==> src/rtl/tex_spi_sched_if.sv <==
// tex_spi_sched_if: requester handshake and texture flash pad bundle for tex_spi_sched.
// The scheduler connects through the slave modport; a requester/pad model uses master.
interface tex_spi_sched_if #(
  parameter int ADDR_W = 24,
  parameter int DATA_W = 8
);
  logic              i_req0;
  logic [ADDR_W-1:0] i_addr0;
  logic              o_ack0;
  logic              i_req1;
  logic [ADDR_W-1:0] i_addr1;
  logic              o_ack1;
  logic [DATA_W-1:0] o_data;
  logic              o_busy;
  logic              o_tex_csb;
  logic              o_tex_sclk;
  logic              o_tex_out0;
  logic              o_tex_oeb0;
  logic [3:0]        i_tex_in;

  modport slave (
    input  i_req0, i_addr0, i_req1, i_addr1, i_tex_in,
    output o_ack0, o_ack1, o_data, o_busy,
           o_tex_csb, o_tex_sclk, o_tex_out0, o_tex_oeb0
  );

  modport master (
    output i_req0, i_addr0, i_req1, i_addr1, i_tex_in,
    input  o_ack0, o_ack1, o_data, o_busy,
           o_tex_csb, o_tex_sclk, o_tex_out0, o_tex_oeb0
  );
endinterface

==> src/rtl/tex_spi_sched.sv <==
// tex_spi_sched: round-robin arbiter for two texel requesters sequencing one SPI flash read per grant.
// Optional macro TEX_QUAD_EN selects quad output read (0x6B) instead of single-line fast read (0x0B).
module tex_spi_sched #(
  parameter int ADDR_W = 24,
  parameter int DATA_W = 8
) (
  input  logic           i_clk,
  input  logic           i_reset,
  tex_spi_sched_if.slave bus
);

`ifdef TEX_QUAD_EN
  localparam logic [7:0] CMD_BYTE = 8'h6B;
  localparam logic [6:0] DATA_CYC = 7'd4;
  localparam int         IN_W     = 4;
  logic [IN_W-1:0] rx_in;
  assign rx_in = bus.i_tex_in;
`else
  localparam logic [7:0] CMD_BYTE = 8'h0B;
  localparam logic [6:0] DATA_CYC = 7'd16;
  localparam int         IN_W     = 1;
  logic [IN_W-1:0] rx_in;
  logic            unused_tex_in;
  assign rx_in         = bus.i_tex_in[1];
  assign unused_tex_in = ^{bus.i_tex_in[3:2], bus.i_tex_in[0]};
`endif
  localparam int RX_W = 8 - IN_W;

  typedef enum logic [2:0] {IDLE, CMD, ADDR, DUMMY, DATA, DONE} state_t;

  state_t            state, state_nxt;
  logic [6:0]        cyc, cyc_nxt;
  logic              grant_ok, grant_id, last_grant, cur_id;
  logic [23:0]       addr_sel;
  logic [31:0]       shreg;
  logic [RX_W-1:0]   rx;
  logic [7:0]        rx_full;
  logic [DATA_W-1:0] data_q;
  logic              csb, sclk, out0, oeb0, ack0, ack1;

  assign rx_full = {rx, rx_in};

  // Round-robin: on a tie the requester not granted last wins.
  always_comb begin
    grant_ok  = bus.i_req0 | bus.i_req1;
    grant_id  = bus.i_req1 & (~bus.i_req0 | ~last_grant);
    addr_sel  = grant_id ? 24'(bus.i_addr1) : 24'(bus.i_addr0);
    state_nxt = state;
    cyc_nxt   = cyc + 7'd1;
    case (state)
      IDLE: begin
        cyc_nxt = '0;
        if (grant_ok) state_nxt = CMD;
      end
      CMD: if (cyc == 7'd15) begin
        state_nxt = ADDR;
        cyc_nxt   = '0;
      end
      ADDR: if (cyc == 7'd47) begin
        state_nxt = DUMMY;
        cyc_nxt   = '0;
      end
      DUMMY: if (cyc == 7'd15) begin
        state_nxt = DATA;
        cyc_nxt   = '0;
      end
      DATA: if (cyc == DATA_CYC - 7'd1) begin
        state_nxt = DONE;
        cyc_nxt   = '0;
      end
      DONE: begin
        state_nxt = IDLE;
        cyc_nxt   = '0;
      end
      default: begin
        state_nxt = IDLE;
        cyc_nxt   = '0;
      end
    endcase
  end

  // Pins are registered one cycle behind the state; even phase cycles drive sclk low,
  // which is the only moment io0 moves and the moment pad inputs are captured.
  always_ff @(posedge i_clk) begin
    if (i_reset) begin
      state      <= IDLE;
      cyc        <= '0;
      last_grant <= 1'b1;
      cur_id     <= 1'b0;
      shreg      <= '0;
      rx         <= '0;
      data_q     <= '0;
      csb        <= 1'b1;
      sclk       <= 1'b0;
      out0       <= 1'b0;
      oeb0       <= 1'b1;
      ack0       <= 1'b0;
      ack1       <= 1'b0;
    end else begin
      state <= state_nxt;
      cyc   <= cyc_nxt;
      ack0  <= 1'b0;
      ack1  <= 1'b0;
      case (state)
        IDLE: if (grant_ok) begin
          cur_id     <= grant_id;
          last_grant <= grant_id;
          shreg      <= {CMD_BYTE, addr_sel};
        end
        CMD, ADDR: begin
          csb  <= 1'b0;
          oeb0 <= 1'b0;
          sclk <= cyc[0];
          if (!cyc[0]) begin
            out0  <= shreg[31];
            shreg <= {shreg[30:0], 1'b0};
          end
        end
        DUMMY: begin
          oeb0 <= 1'b1;
          sclk <= cyc[0];
        end
        DATA: begin
          sclk <= cyc[0];
          if (!cyc[0] && cyc != 7'd0) rx <= rx_full[RX_W-1:0];
        end
        DONE: begin
          csb    <= 1'b1;
          sclk   <= 1'b0;
          data_q <= DATA_W'(rx_full);
          ack0   <= ~cur_id;
          ack1   <= cur_id;
        end
        default: ;
      endcase
    end
  end

  assign bus.o_busy     = (state != IDLE);
  assign bus.o_tex_csb  = csb;
  assign bus.o_tex_sclk = sclk;
  assign bus.o_tex_out0 = out0;
  assign bus.o_tex_oeb0 = oeb0;
  assign bus.o_ack0     = ack0;
  assign bus.o_ack1     = ack1;
  assign bus.o_data     = data_q;

endmodule

==> src/flat_wrapper.sv <==
// flat-port wrapper written by rule: the top's interface ports become plain ports
module tex_spi_sched_flat 
#(
  parameter int ADDR_W = 24,
  parameter int DATA_W = 8
)
  (i_clk, i_reset, bus_i_req0, bus_i_addr0, bus_i_req1, bus_i_addr1, bus_i_tex_in, bus_o_ack0, bus_o_ack1, bus_o_data, bus_o_busy, bus_o_tex_csb, bus_o_tex_sclk, bus_o_tex_out0, bus_o_tex_oeb0);
  tex_spi_sched_if #(.ADDR_W(ADDR_W), .DATA_W(DATA_W)) bus_i ();
  input  logic i_clk;
  input  logic i_reset;
  input wire logic [$bits(bus_i.i_req0)-1:0] bus_i_req0;
  input wire logic [$bits(bus_i.i_addr0)-1:0] bus_i_addr0;
  input wire logic [$bits(bus_i.i_req1)-1:0] bus_i_req1;
  input wire logic [$bits(bus_i.i_addr1)-1:0] bus_i_addr1;
  input wire logic [$bits(bus_i.i_tex_in)-1:0] bus_i_tex_in;
  output wire logic [$bits(bus_i.o_ack0)-1:0] bus_o_ack0;
  output wire logic [$bits(bus_i.o_ack1)-1:0] bus_o_ack1;
  output wire logic [$bits(bus_i.o_data)-1:0] bus_o_data;
  output wire logic [$bits(bus_i.o_busy)-1:0] bus_o_busy;
  output wire logic [$bits(bus_i.o_tex_csb)-1:0] bus_o_tex_csb;
  output wire logic [$bits(bus_i.o_tex_sclk)-1:0] bus_o_tex_sclk;
  output wire logic [$bits(bus_i.o_tex_out0)-1:0] bus_o_tex_out0;
  output wire logic [$bits(bus_i.o_tex_oeb0)-1:0] bus_o_tex_oeb0;
  assign bus_i.i_req0 = bus_i_req0;
  assign bus_i.i_addr0 = bus_i_addr0;
  assign bus_i.i_req1 = bus_i_req1;
  assign bus_i.i_addr1 = bus_i_addr1;
  assign bus_i.i_tex_in = bus_i_tex_in;
  assign bus_o_ack0 = bus_i.o_ack0;
  assign bus_o_ack1 = bus_i.o_ack1;
  assign bus_o_data = bus_i.o_data;
  assign bus_o_busy = bus_i.o_busy;
  assign bus_o_tex_csb = bus_i.o_tex_csb;
  assign bus_o_tex_sclk = bus_i.o_tex_sclk;
  assign bus_o_tex_out0 = bus_i.o_tex_out0;
  assign bus_o_tex_oeb0 = bus_i.o_tex_oeb0;
  tex_spi_sched #(.ADDR_W(ADDR_W), .DATA_W(DATA_W)) u_core (.i_clk(i_clk), .i_reset(i_reset), .bus(bus_i));
endmodule
==> config.mk <==
export PLATFORM = sky130hd
export DESIGN_NAME = tex_spi_sched_flat
export DESIGN_NICKNAME = d
export VERILOG_FILES = /design/src/rtl/tex_spi_sched_if.sv /design/src/rtl/tex_spi_sched.sv /design/src/flat_wrapper.sv
export SDC_FILE = /design/constraint.sdc
export NUM_CORES = 1
export LEC_CHECK = 0
export CELL_PAD_IN_SITES_DETAIL_PLACEMENT = 0
export CELL_PAD_IN_SITES_GLOBAL_PLACEMENT = 1
export CORE_MARGIN = 4
export CORE_UTILIZATION = 37
export CTS_BUF_LIST = sky130_fd_sc_hd__clkbuf_4 sky130_fd_sc_hd__clkbuf_8
export CTS_CLUSTER_SIZE = 10
export DETAILED_ROUTE_END_ITERATION = 10
export PLACE_DENSITY_LB_ADDON = 0.1
export SYNTH_ARGS = -nofsm -noshare
export SYNTH_HDL_FRONTEND = slang
export SYNTH_SLANG_ARGS = --single-unit
==> constraint.sdc <==
create_clock -name i_clk -period 2.36 [get_ports i_clk]
set_clock_uncertainty 0.05 [all_clocks]
set_input_delay 0.59 -clock i_clk [delete_from_list [all_inputs] [get_ports i_clk]]
set_output_delay 0.59 -clock i_clk [all_outputs]
set_load 0.05 [all_outputs]
### Yosys cells after proc, flatten, opt, wreduce, memory -nomap -nowiden

Index checks and enable logic that the tools add are counted.

| word-level totals | value |
|---|---|
| input bits | 56 |
| flip-flop bits (word level) | 65 |
| output and inout port bits | 15 |
| word-level logic and storage cells | 69 |

| operators by class | value |
|---|---|
| bitwise operators | 8 |
| add/sub/neg operators | 1 |
| eq/ne operators | 13 |
| reductions and logical operators | 18 |
| mux-type cells | 16 |

Operators by type and width:

| kind | number |
|---|---|
| $mux 32 | 2 |
| $pmux 32 s2 | 1 |
| $mux 24 | 1 |
| $mux 3 | 5 |
| $pmux 3 s5 | 1 |
| $mux 7 | 2 |
| $pmux 7 s2 | 1 |
| $ne 2x1->1 const B | 5 |
| $reduce_bool 2->1 | 4 |
| $add 7x1->7 const B | 1 |
| $eq 7x4->1 const B | 1 |
| $eq 7x6->1 const B | 1 |
| $reduce_bool 7->1 | 1 |
| $eq 3x2->1 const B | 2 |
| $eq 3x3->1 const B | 2 |
| $pmux 1 s2 | 3 |
| $reduce_and 2->1 | 3 |
| $not 1->1 | 5 |
| $reduce_and 5->1 | 1 |
| $reduce_or 2->1 | 2 |
| $reduce_or 4->1 | 1 |
| $eq 3x1->1 const B | 1 |
| $logic_not 3->1 | 1 |
| $reduce_and 3->1 | 1 |
| other kinds (7) | 8 |

### Depth between registers and ports, before layout

| logic depth | value |
|---|---|
| depth after elaboration | 6 |
| gate-level depth with buffers | 6 |
| gate-level depth less buffers | 5 |

### Least setup slack after synthesis

Ideal clock, no wire load.

| timing path | value |
|---|---|
| kind | reg-to-output |
| start | register u_core.state[2] |
| end | output bus_o_busy |
| arrival | 1.254 ns |
| data required time | 1.720 ns |
| cell stages (with the launch flop) | 5 |
| slack | 0.466 ns |
| path through | dfxtp_1 -> buf_2 -> clkbuf_1 -> nor3_1 -> inv_1 |

| on the way | value |
|---|---|
| longest elaborated chain between the ends | 1 |

RTL lines:

| item | RTL line | source |
|---|---|---|
| from (decl) | tex_spi_sched.sv:31 | `state_t state, state_nxt;` |
| from (signal assigned) | tex_spi_sched.sv:100 | `state <= state_nxt;` |
| $reduce_bool 3->1 | tex_spi_sched.sv:139 | `assign bus.o_busy = (state != IDLE);` |
| to (decl) | flat_wrapper.sv:19 | `output wire logic [$bits(bus_i.o_busy)-1:0] bus_o_busy;` |

Every way passes these cells.

### Worst setup path in the final report

| timing path | value |
|---|---|
| start | register u_core.out0, in the netlist u_core.bus.o_tex_out0 |
| end | output bus_o_tex_out0 |

RTL lines:

| item | RTL line | source |
|---|---|---|
| from (decl) | tex_spi_sched.sv:39 | `logic csb, sclk, out0, oeb0, ack0, ack1;` |
| from (signal assigned) | tex_spi_sched.sv:115 | `out0 <= shreg[31];` |
| to (decl) | flat_wrapper.sv:22 | `output wire logic [$bits(bus_i.o_tex_out0)-1:0] bus_o_tex_out0;` |

No word-level cell between the ends.

==> impl_metrics.csv <==
group,metric,value,unit
synth,synthCells,309,
run,maxCapViolations,0,
synth,synth_area_per_cell,8.99,sq um
power_and_ir_drop,leakagePower,1.47,nW
final_layout,final_layout_size_suffix_gt1_share,9.92,%
global_routing,grt_max_degree,27,
critical_path,rr_worst_depth,3,
critical_path,slowest_delay,810,ps
timing,fin_crit,2130,ps
drt,routedWlPerCell,13.4,um
critical_path,crit_path_start_kind,"flip-flop",
placement,io_buffers,67,
synth,synth_seq_area_share,46.8,%
timing,rsz0062_at_grt,"false",
timing,worstMarginPinSlew,1170,ps
cts,hold_buffers,0,
final_layout,nets,436,
synth,synth-xor-area-share,2.52,%
cts,htree_levels,3,
drt,wl,6.47,mm
final_layout,final_area,0.00387,sq mm
timing,final-hold-violation-count,0,
die,die_area,0.00896,sq mm
timing,period_share,90.1,%
critical_path,cp.arrival,1490,ps
cts,cts_sinks,65,
cts,clk_path_buf_depth,2,
power_and_ir_drop,p_total,0.00274,W
run_status,status,"completed",
placement,gp_congestion,0.715,
critical_path,crit_path_cell_trace,"clkdlybuf4s50_1",
final_layout,area_delta_synth_final,39.4,%
drt,drc,0,
synth,synthMuxAreaShare,2.88,%
critical_path,rrSetupSlack,240,ps
synth,synth-simple-area-share,19.7,%
synth,syn_area,0.00278,sq mm
die,core_area,0.00729,sq mm
placement,place_area,0.00361,sq mm
critical_path,crit_fanout,2,
global_routing,antenna_found_initial,0,
drt,vias,2453,
synth,yosysWarnings,0,
critical_path,reg2reg_to,"u_core.shreg[21]",
final_layout,layout.cells.most_common_list,"clkdlybuf4s50_1 (66), dfxtp_1 (65), nand2_1 (54), a21oi_1 (32), nor2_1 (24)",
critical_path,endpoint_kind,"output port",
synth,synth_top_family_by_area,"compound AO/OA/AOI/OAI gates",
cts,clk_latency,340,ps
critical_path,path_class,"flip-flop to output port",
die,chipHeight,94.6,um
final_layout,mostFrequentLayoutCell,"clkdlybuf4s50_1",
global_routing,grt_pass1_vias,2314,
cts,clk_pin_slew,70,ps
global_routing,grt_overflow_total,0,
placement,hpwl,4.44,mm
drt,initialDrtViolationCount,82,
synth,synth_compound_area_share,23.2,%
timing,drv_slew,0,
timing,hold_ws,397,ps
drt,dr.pass1.iters,4,
worst_hold_path,min_from,"u_core.bus.o_tex_csb",
worst_hold_path,hold_depth,2,
final_layout,utilization,53.1,%
cts,cts.root.buffer_cell,"clkbuf_8",
drt,vias_per_cell,5.09,
cts,cts_tree,"yes",
synth,synth_ff_type,"dfxtp_1",
worst_hold_path,min_to,"u_core.bus.o_tex_csb",
global_routing,track_usage,15.2,%
timing,slew_headroom,21.2,%
power_and_ir_drop,peakVddDrop,0.278,mV
global_routing,grt_pass1_wl,10.8,mm
timing,setup_viol,0,
critical_path,crit_path_top_delay_cell,"clkdlybuf4s50_1",
die,die_w,94.6,um
power_and_ir_drop,p_per_area,707,mW/mm^2
synth,synth-seq-cells,65,
die,initial_core_util,38.1,%
critical_path,cp_top_family,"buffers and inverters",
timing,max_freq,0.470,GHz
drt,ant_nets,0,
die,num_rows,31,
synth,async_reset_ff_share,0,%
final_layout,diodes,0,
cts,numCtsBuffers,9,
synth,synth_adder_area_share,0.901,%
die,io-pin-count,71,
critical_path,cp.buffers_inverters,1,
critical_path,reg2reg_from,"u_core.state[0]",
synth,ys_types,45,
cts,postCtsSetupBuffers,0,
synth,synth_edf_count,0,
worst_hold_path,hold_class,"flip-flop to flip-flop",
critical_path,path_depth,1,
synth,syn-num-nets,367,
critical_path,critPathRequiredTime,1720,ps
## final cells by class
cell class,instances,area [sq um]
clock buffer,10,138
clock inverter,6,115
fill,739,3420
inverter,4,15.0
multi-input combinational,219,1380
sequential,65,1300
tap,99,124
timing repair buffer,79,796
## worst register-to-register path, delay by kind of cell (launching register included)
family	cells	cell delay (ps)
flip-flops	1	590
AO/OA/AOI/OAI	1	300
XOR/XNOR	1	220
AND/OR/NAND/NOR	1	910
## Yosys cell counts, types with 2 or more instances
cell type | n | area [sq um]
a211o_1 | 2 | 17.5
a211oi_1 | 3 | 22.5
a21oi_1 | 32 | 160
a221o_1 | 23 | 230
a22o_1 | 8 | 70.1
and3_1 | 2 | 12.5
buf_2 | 4 | 20.0
clkbuf_1 | 14 | 52.6
dfxtp_1 | 65 | 1300
ha_1 | 2 | 25.0
inv_1 | 4 | 15.0
mux2i_1 | 8 | 80.1
nand2_1 | 54 | 203
nand2b_1 | 5 | 31.3
nand3_1 | 10 | 50.1
nor2_1 | 24 | 90.1
nor2b_1 | 2 | 12.5
nor3_1 | 11 | 55.1
nor3b_1 | 3 | 22.5
o21ai_0 | 2 | 10.0
xnor2_1 | 4 | 35.0
xor2_1 | 4 | 35.0
## layer usage
metal / routed length, um / GRT usage [%] / vias up
met5: 0 / 0 / -
met4: 59 / 3.97 / 0
met3: 306 / 4.86 / 5
met2: 2940 / 23.5 / 45
met1: 3170 / 20.5 / 1154
li1: - / - / 1249
## flip-flops by register name (all words and copies together) (netlist names)
signal,count
u_core.last_grant,1
u_core.bus.o_data,8
u_core.shreg,32
u_core.bus.o_ack0,1
u_core.cur_id,1
u_core.bus.o_tex_out0,1
u_core.cyc,7
u_core.bus.o_tex_csb,1
u_core.rx,7
u_core.bus.o_ack1,1
u_core.bus.o_tex_oeb0,1
u_core.bus.o_tex_sclk,1
u_core.state,3
## stage by stage
stage	TNS [ps]	std cells	setup slack (ps)
2_1_floorplan	0	309	466
3_3_place_gp	-2310	466	-148
3_5_place_dp	-2800	466	-140
4_1_cts	0	482	42.7
5_1_grt	0	482	26.1
6_report	0	482	234
## where the power goes
part	leakage, nW	switching, W	internal [W]
combinational	0.815	0.000173	0.000194
clock	0.123	0.000429	0.000734
sequential	0.531	0.0000443	0.00116
## cell families (layout without fill, tap and decap cells)
group | count (synthesis) | after routing
XOR/XNOR | 8 | 8
flip-flops | 65 | 65
AND/OR/NAND/NOR | 119 | 119
buffers and inverters | 25 | 99
AO/OA/AOI/OAI | 82 | 82
adder cells (fa/ha/maj) | 2 | 2
multiplexers | 8 | 8
## timing repair
action                                  CTS  global route
endpoints found under the hold margin     0             0
endpoints found under the setup margin    0             1
gates resized for setup                   0             1
## how the worst max path moves through the flow
stage                           from         endpoint  slack (ps)
2_1_floorplan        u_core.state[2]       bus_o_busy         470
6_report       u_core.bus.o_tex_out0   bus_o_tex_out0         230
5_1_grt              u_core.state[0]  u_core.shreg[3]          30
4_1_cts              u_core.state[0]       bus_o_busy          40
3_3_place_gp              bus_i_req0  u_core.shreg[4]        -150
3_5_place_dp              bus_i_req0  u_core.shreg[4]        -140
Note: power is estimated with default switching activity, not from simulation.
